<file path="src/rtl/cmos_sccb_config.sv">
// SCCB register-table sequencer for the CMOS sensor: after a power-up delay it
// writes every {reg_addr, reg_data} table entry as a 3-phase SCCB write.
module cmos_sccb_config #(
  parameter int          CLK_FREQ      = 24_000_000,
  parameter int          SCCB_FREQ     = 100_000,
  parameter logic [7:0]  DEVICE_ID     = 8'h78,
  parameter logic [7:0]  LUT_SIZE      = 8'd252,
  parameter logic [23:0] POWERUP_DELAY = 24'd480_000
) (
  input  logic        clk_cmos,
  input  logic        rst_n,
  input  logic        cfg_start,
  output logic [7:0]  lut_index,
  input  logic [23:0] lut_data,
  output logic        sccb_scl,
  output logic        sccb_sda_out,
  output logic        sccb_sda_oe,
  input  logic        sccb_sda_in,
  output logic        config_busy,
  output logic        config_done,
  output logic        ack_err
);

  localparam int             DIV_RAW    = CLK_FREQ / (SCCB_FREQ * 4);
  localparam int             DIV        = (DIV_RAW < 2) ? 2 : DIV_RAW;
  localparam int             DIV_W      = $clog2(DIV);
  localparam logic [DIV_W-1:0] DIV_LAST = DIV_W'(DIV - 1);
  localparam logic [7:0]     LAST_INDEX = LUT_SIZE - 8'd1;

  typedef enum logic [2:0] {
    PWRUP, IDLE, LOAD, START, BYTE, STOP, GAP, DONE
  } state_t;

  state_t             state;
  logic [23:0]        pwr_cnt;
  logic [DIV_W-1:0]   div_cnt;
  logic               tick;
  logic               counting;
  logic [1:0]         quarter;
  logic [3:0]         bit_cnt;
  logic [1:0]         byte_cnt;
  logic               load_cnt;
  logic [31:0]        shift;
  logic               sda_meta;
  logic               sda_sync;
  logic               scl_d;
  logic               sda_d;
  logic               oe_d;

  assign counting = (state == START) || (state == BYTE) ||
                    (state == STOP)  || (state == GAP);
  assign tick     = counting && (div_cnt == DIV_LAST);

  // Quarter-bit divider; held at zero outside the bus states so every
  // transaction begins with a full-length first quarter.
  always_ff @(posedge clk_cmos or negedge rst_n) begin
    if (!rst_n) begin
      div_cnt <= '0;
    end else if (!counting || tick) begin
      div_cnt <= '0;
    end else begin
      div_cnt <= div_cnt + 1'b1;
    end
  end

  always_ff @(posedge clk_cmos or negedge rst_n) begin
    if (!rst_n) begin
      sda_meta <= 1'b1;
      sda_sync <= 1'b1;
    end else begin
      sda_meta <= sccb_sda_in;
      sda_sync <= sda_meta;
    end
  end

  // Bus levels implied by the current state and quarter; registered below.
  always_comb begin
    scl_d = 1'b1;
    sda_d = 1'b1;
    oe_d  = 1'b0;
    case (state)
      START: begin
        oe_d  = 1'b1;
        sda_d = ~quarter[1];
      end
      BYTE: begin
        scl_d = (quarter == 2'd1) || (quarter == 2'd2);
        if (bit_cnt == 4'd8) begin
          oe_d  = 1'b0;
          sda_d = 1'b1;
        end else begin
          oe_d  = 1'b1;
          sda_d = shift[31];
        end
      end
      STOP: begin
        oe_d  = 1'b1;
        sda_d = quarter[1];
        scl_d = (quarter != 2'd0);
      end
      default: begin
        scl_d = 1'b1;
        sda_d = 1'b1;
        oe_d  = 1'b0;
      end
    endcase
  end

  always_ff @(posedge clk_cmos or negedge rst_n) begin
    if (!rst_n) begin
      state        <= PWRUP;
      pwr_cnt      <= '0;
      lut_index    <= '0;
      quarter      <= '0;
      bit_cnt      <= '0;
      byte_cnt     <= '0;
      load_cnt     <= 1'b0;
      shift        <= '0;
      config_busy  <= 1'b1;
      config_done  <= 1'b0;
      ack_err      <= 1'b0;
      sccb_scl     <= 1'b1;
      sccb_sda_out <= 1'b1;
      sccb_sda_oe  <= 1'b0;
    end else begin
      sccb_scl     <= scl_d;
      sccb_sda_out <= sda_d;
      sccb_sda_oe  <= oe_d;

      case (state)
        PWRUP: begin
          if ({1'b0, pwr_cnt} + 25'd1 >= {1'b0, POWERUP_DELAY}) begin
            state    <= LOAD;
            pwr_cnt  <= '0;
            load_cnt <= 1'b0;
          end else begin
            pwr_cnt <= pwr_cnt + 24'd1;
          end
        end

        IDLE: begin
          if (cfg_start) begin
            state       <= LOAD;
            lut_index   <= '0;
            config_done <= 1'b0;
            config_busy <= 1'b1;
            ack_err     <= 1'b0;
            load_cnt    <= 1'b0;
          end
        end

        // The table ROM is registered: lut_data is valid on the second cycle.
        LOAD: begin
          if (load_cnt) begin
            shift    <= {DEVICE_ID, lut_data};
            quarter  <= '0;
            bit_cnt  <= '0;
            byte_cnt <= '0;
            load_cnt <= 1'b0;
            state    <= START;
          end else begin
            load_cnt <= 1'b1;
          end
        end

        START: begin
          if (tick) begin
            quarter <= quarter + 2'd1;
            if (quarter == 2'd3) state <= BYTE;
          end
        end

        BYTE: begin
          if (tick) begin
            quarter <= quarter + 2'd1;
            // SCCB slaves may NACK freely; the error is only recorded.
            if (quarter == 2'd2 && bit_cnt == 4'd8 && sda_sync) ack_err <= 1'b1;
            if (quarter == 2'd3) begin
              if (bit_cnt == 4'd8) begin
                bit_cnt  <= '0;
                byte_cnt <= byte_cnt + 2'd1;
                if (byte_cnt == 2'd3) state <= STOP;
              end else begin
                bit_cnt <= bit_cnt + 4'd1;
                shift   <= {shift[30:0], 1'b0};
              end
            end
          end
        end

        STOP: begin
          if (tick) begin
            quarter <= quarter + 2'd1;
            if (quarter == 2'd3) state <= GAP;
          end
        end

        GAP: begin
          if (tick) begin
            quarter <= quarter + 2'd1;
            if (quarter == 2'd3) begin
              if (lut_index == LAST_INDEX) begin
                state       <= DONE;
                config_done <= 1'b1;
                config_busy <= 1'b0;
              end else begin
                lut_index <= lut_index + 8'd1;
                load_cnt  <= 1'b0;
                state     <= LOAD;
              end
            end
          end
        end

        DONE: state <= IDLE;

        default: state <= PWRUP;
      endcase
    end
  end

endmodule

</file>
<file path="config.mk">
export PLATFORM = sky130hd
export DESIGN_NAME = cmos_sccb_config
export DESIGN_NICKNAME = d
export VERILOG_FILES = /design/src/rtl/cmos_sccb_config.sv
export SDC_FILE = /design/constraint.sdc
export NUM_CORES = 1
export LEC_CHECK = 0
export ABC_CLOCK_PERIOD_IN_PS = 5500
export CAP_MARGIN = 20
export CORE_ASPECT_RATIO = 1.75
export CORE_MARGIN = 10
export CORE_UTILIZATION = 60
export DETAILED_ROUTE_END_ITERATION = 8
export PLACE_DENSITY = 0.85
export SYNTH_ARGS = -nofsm -noshare
export SYNTH_HDL_FRONTEND = slang
export SYNTH_SLANG_ARGS = --single-unit
</file>
<file path="constraint.sdc">
create_clock -name clk_cmos -period 5.5 [get_ports clk_cmos]
set_input_delay 1.375 -clock clk_cmos [delete_from_list [all_inputs] [get_ports clk_cmos]]
set_output_delay 1.375 -clock clk_cmos [all_outputs]
set_load 0.02 [all_outputs]
</file>
# After elaboration in Yosys (flattened, before gate mapping)
# Cells that the tools add are included.
# Widths: inputs -> output; s select.
# totals
ramBits	0
latch_bits	0
input_bits	28
output_inout_bits	14
rom_bits	0
mem_count	0
ff_bits	90
word_cells	148
# classes
magnitude_cmp	1
n_bitwise	1
addsub	7
muxes	63
n_reduce_logical	27
mul	0
div	0
eq_ne	32
shift	0
# ops
cell	n
$mux 32	4
$pmux 32 s2	1
$mux 3	14
$mux 8	4
$add 24x1->25 const B	1
$ge 25x19->1 const B	1
$add 24x1->24 const B	1
$mux 24	1
$pmux 3 s8	1
$reduce_and 5->1	4
$ne 2x1->1 const B	9
$ne 2x2->1 const B	9
$mux 1	17
$mux 4	4
$pmux 8 s2	1
$reduce_and 13->1	1
$eq 3x3->1 const B	4
$mux 2	5
$pmux 1 s2	5
$reduce_bool 2->1	5
$add 8x1->8 const B	1
$eq 8x8->1 const B	1
$pmux 2 s2	2
$pmux 4 s2	1
23 further kinds	34

# Depth between registers and ports, before layout
# depth
word_depth	7
mapped_depth	10
depth_no_buf	9

# Worst setup path before layout
# Ideal clock, no wire load.
# synth_path
path_type	input port to flip-flop
start	in cfg_start
end	reg lut_index[7]
t_arrival_ps	3078
setup_ps	78
path_stages	7
required_ps	5422
setup_slack_ps	2344
n_path_buf	0
cell_sequence	inv_1 -> nor3_1 -> o21bai_1 -> and2_1 -> nand3_1 -> or3_1 -> a21oi_1
# synth_via
elab_chain_len	2
# synth_rtl
element	line	source
start, declared	12	input logic cfg_start,
$ne 2x2->1 (no source line)	--	
$reduce_and 5->1 (no source line)	--	
end signal, assigned	207	lut_index <= lut_index + 8'd1;
end, declared	13	output logic [7:0] lut_index,
# Every way passes these cells.
# A chain may end at the register's enable or synchronous reset.

# Worst setup path in the final report
# Ends and elaborated chain as after synthesis.

==> metrics.md <==
| Metric | Value |
|---|---|
| Critical path launch point type | input port |
| Largest area contributor in the netlist | dfrtp_1 |
| DR vias | 4166 |
| Final Wtd Congestion | 0.878 |
| Synth async-reset ratio | 100% |
| Fin crit period | 3220 ps |
| N_diodes | 0 |
| Layout Utilization | 70.6% |
| Peak VDD IR | 0.223 mV |
| Die width | 87.4 µm |
| Fill count | 597 |
| Final hold viol count | 0 |
| Top cell type's share of synthesized area | 44.5% |
| Main synth FF type | dfrtp_1 |
| Sw power | 273 µW |
| RSZ-0062 raised after global routing | no |
| Core ar. | 7860 µm² |
| DP Wirelength | 7550 µm |
| CP Capture Type | flip-flop |
| Reg2Reg Capture Point | state[1]$_DFFE_PN0P_ |
| Maxcap violations | 0 |
| Hold Path Class | flip-flop to flip-flop |
| 1st-iter DRT viols | 255 |
| CTS clk-pin slew, worst paths | 60 ps |
| Most frequent cells in the layout | 92 x nand2_1, 85 x dfrtp_1, 62 x nor2_1 |
| Distinct cell type count after synthesis | 56 |
| Synth Net Count | 588 |
| Leading cell type in the layout, fill and taps excluded | nand2_1 |
| Cell Rows | 43 |
| R2r setup slk | 2440 ps |
| R2R cell count | 9 |
| Post-Route Setup TNS | 0 ps |
| Congestion Overflow GR | 0 |
| Mean Syn Cell Area | 8.67 µm² |
| Sequential area share after synthesis | 47.3% |
| Clock Tree Root | clkbuf_16 |
| Endpoints failing setup | 0 |
| Worst-skew pair later-pin latency | 340 ps |
| Required @ worst endpoint | 5760 ps |
| Min Hold Slack | 356 ps |
| Largest net degree at the start of global routing | 65 |
| Hold path cells | 0 |
| Worst Max-Slew Pin Slew | 858 ps |
| Routed WL per cell | 16.1 µm |
| Number of synthesized flops with an enable pin | 0 |
| Io pins | 42 |
| Global-route wire length before repair | 19000 µm |
| Area grow syn2layout | 16.1% |
| Gr usage total | 18.8% |
| Number of synthesized register bits | 90 |
| Via density | 6.20 |
| Sw frac | 20.4% |
| DIE AREA | 12100 µm² |
| Outcome | complete, no violations |
| Hold_buf cts | 0 |
| Setup crit start | cfg_start |
| Clock Power Share | 47.0% |
| CP Max Fanout | 10 |
| DRT Pass-1 Iters | 5 |
| Leakage | 0.00229 µW |
| Final Skew | 5.96 ps |
| Max Root-Sink Buffers | 2 |
| Crit path DAT | 3480 ps |
| # DRC | 0 |
| Share of layout cells above drive strength 1 | 6.01% |
| CP Capture Point | lut_index[7]$_DFFE_PN0P_ |
| Final Slew Violations | 0 |
| # port buffers | 41 |
| Largest cells by area after synthesis | dfrtp_1 45%, nand2_1 7.2%, nor2_1 4.9% |
| Antenna violations before repair | 0 |
| Vias in the first global route | 4135 |
| # resized after CTS | 0 |
| Power per cell area | 241 nW/µm² |
| Clk sinks | 90 |
| Post-CTS Setup Repair Bufs | 0 |
| Routed Antenna Nets | 0 |
| CTS tree | done |
| Combinational Power Share | 3.1% |
| Period utilization | 58.6% |
| Highest Clock Rate | 310 MHz |
| DIE HEIGHT | 138 µm |
| Critical path class | input port to flip-flop |
| Internal | 1060 µW |
| Mapped Cells | 551 |
| Slew HR | 42.8% |
| DRT Wirelength | 10800 µm |
| Nets | 614 |
| H-tree Lvls | 3 |
| Starting Density | 60.8% |
| RR Startpoint | pwr_cnt[0]$_DFFE_PN0N_ |
| Syn. warnings | 0 |
| CTS Buf Count | 9 |
| Cell area after synthesis | 4780 µm² |
| Sequential Power Share | 49.9% |
cell usage after synthesis (3+ instances only):
library cell,count
nand2_1,92
dfrtp_1,85
nor2_1,62
nand3_1,38
a31oi_1,36
clkbuf_1,27
o21ai_1,23
a21oi_1,19
inv_1,14
ha_1,9
nor3_1,9
and2_1,8
nand4_1,8
nor2b_1,8
and3_1,7
mux2i_1,7
nand2b_1,7
o21ai_0,7
xor2_1,7
nor4_1,6
o211ai_1,6
or3_1,6
dfstp_2,5
a32o_1,4
buf_2,4
a21o_1,3
and4_1,3
xnor2_1,3
worst max-delay path: stages:
cell	delay, ps
clkdlybuf4s50_1	480
inv_1	70
nor3_1	190
buf_4	210
o21bai_1	220
and2_1	230
nand3_1	180
or3_1	340
a21oi_1	170
metal layers:
| layer | track usage, % | part of all wire, % | routed length, µm | vias to the layer above |
|---|---|---|---|---|
| li1 | - | - | - | 2016 |
| met3 | 4.00 | 4.6 | 504 | 18 |
| met1 | 21.2 | 38 | 4150 | 2025 |
| met4 | 7.76 | 2.0 | 212 | 0 |
| met5 | 0 | 0 | 0 | - |
| met2 | 32.5 | 55 | 5980 | 107 |
through the flow:
step / setup WS [ps] / cells / instance area, µm² / power [µW]
floorplan: 2340 / 551 / 4780 / 684
global placement: 2080 / 655 / 5220 / 720
detailed placement: 1930 / 655 / 5220 / 720
CTS: 2280 / 671 / 5530 / 1340
global route: 2070 / 672 / 5550 / 1370
finish: 2280 / 672 / 5550 / 1330
kinds of logic after synthesis:
family / synth area share (%)
AO/OA/AOI/OAI: 16.6
AND/OR/NAND/NOR: 26.3
buffers and inverters: 3.96
XOR/XNOR: 1.83
adder cells (fa/ha/maj): 2.36
multiplexers: 1.70
flip-flops: 47.3
layout make-up:
cell class                      instances  area [µm²]  area share, %
Sequential cell                        90        2260           40.7
Tap cell                               90         113           2.03
Clock inverter                          4        50.0          0.903
Multi-Input combinational cell        414        2350           42.3
Inverter                               14        52.6          0.948
Clock buffer                           12         256           4.63
Timing Repair Buffer                   48         468           8.44
worst min path at each step:
stage | end | slack (ps) | start
after floorplan | sda_sync$_DFF_PN1_ | 350 | sda_meta$_DFF_PN1_
after global placement | sda_sync$_DFF_PN1_ | 350 | sda_meta$_DFF_PN1_
after detailed placement | sda_sync$_DFF_PN1_ | 350 | sda_meta$_DFF_PN1_
after CTS | sda_sync$_DFF_PN1_ | 360 | sda_meta$_DFF_PN1_
after global routing | sda_sync$_DFF_PN1_ | 360 | sda_meta$_DFF_PN1_
final | sda_sync$_DFF_PN1_ | 360 | sda_meta$_DFF_PN1_
power by group through the flow:
| stage | logic (µW) | registers [µW] | clock network, µW |
|---|---|---|---|
| floorplan | 4.67 | 679 | 0 |
| global route | 46.4 | 666 | 657 |
| finish | 40.7 | 666 | 627 |
| global placement | 41.3 | 678 | 0 |
| detailed placement | 41.9 | 678 | 0 |
| CTS | 42.1 | 666 | 632 |
flip-flops by register name, indices dropped and copies added (netlist names), 2 cells and up:
signal / flops
quarter: 2
state: 3
bit_cnt: 4
lut_index: 8
div_cnt: 6
shift: 32
pwr_cnt: 24
byte_cnt: 2
No activity file was read; power rests on OpenSTA's default activity.
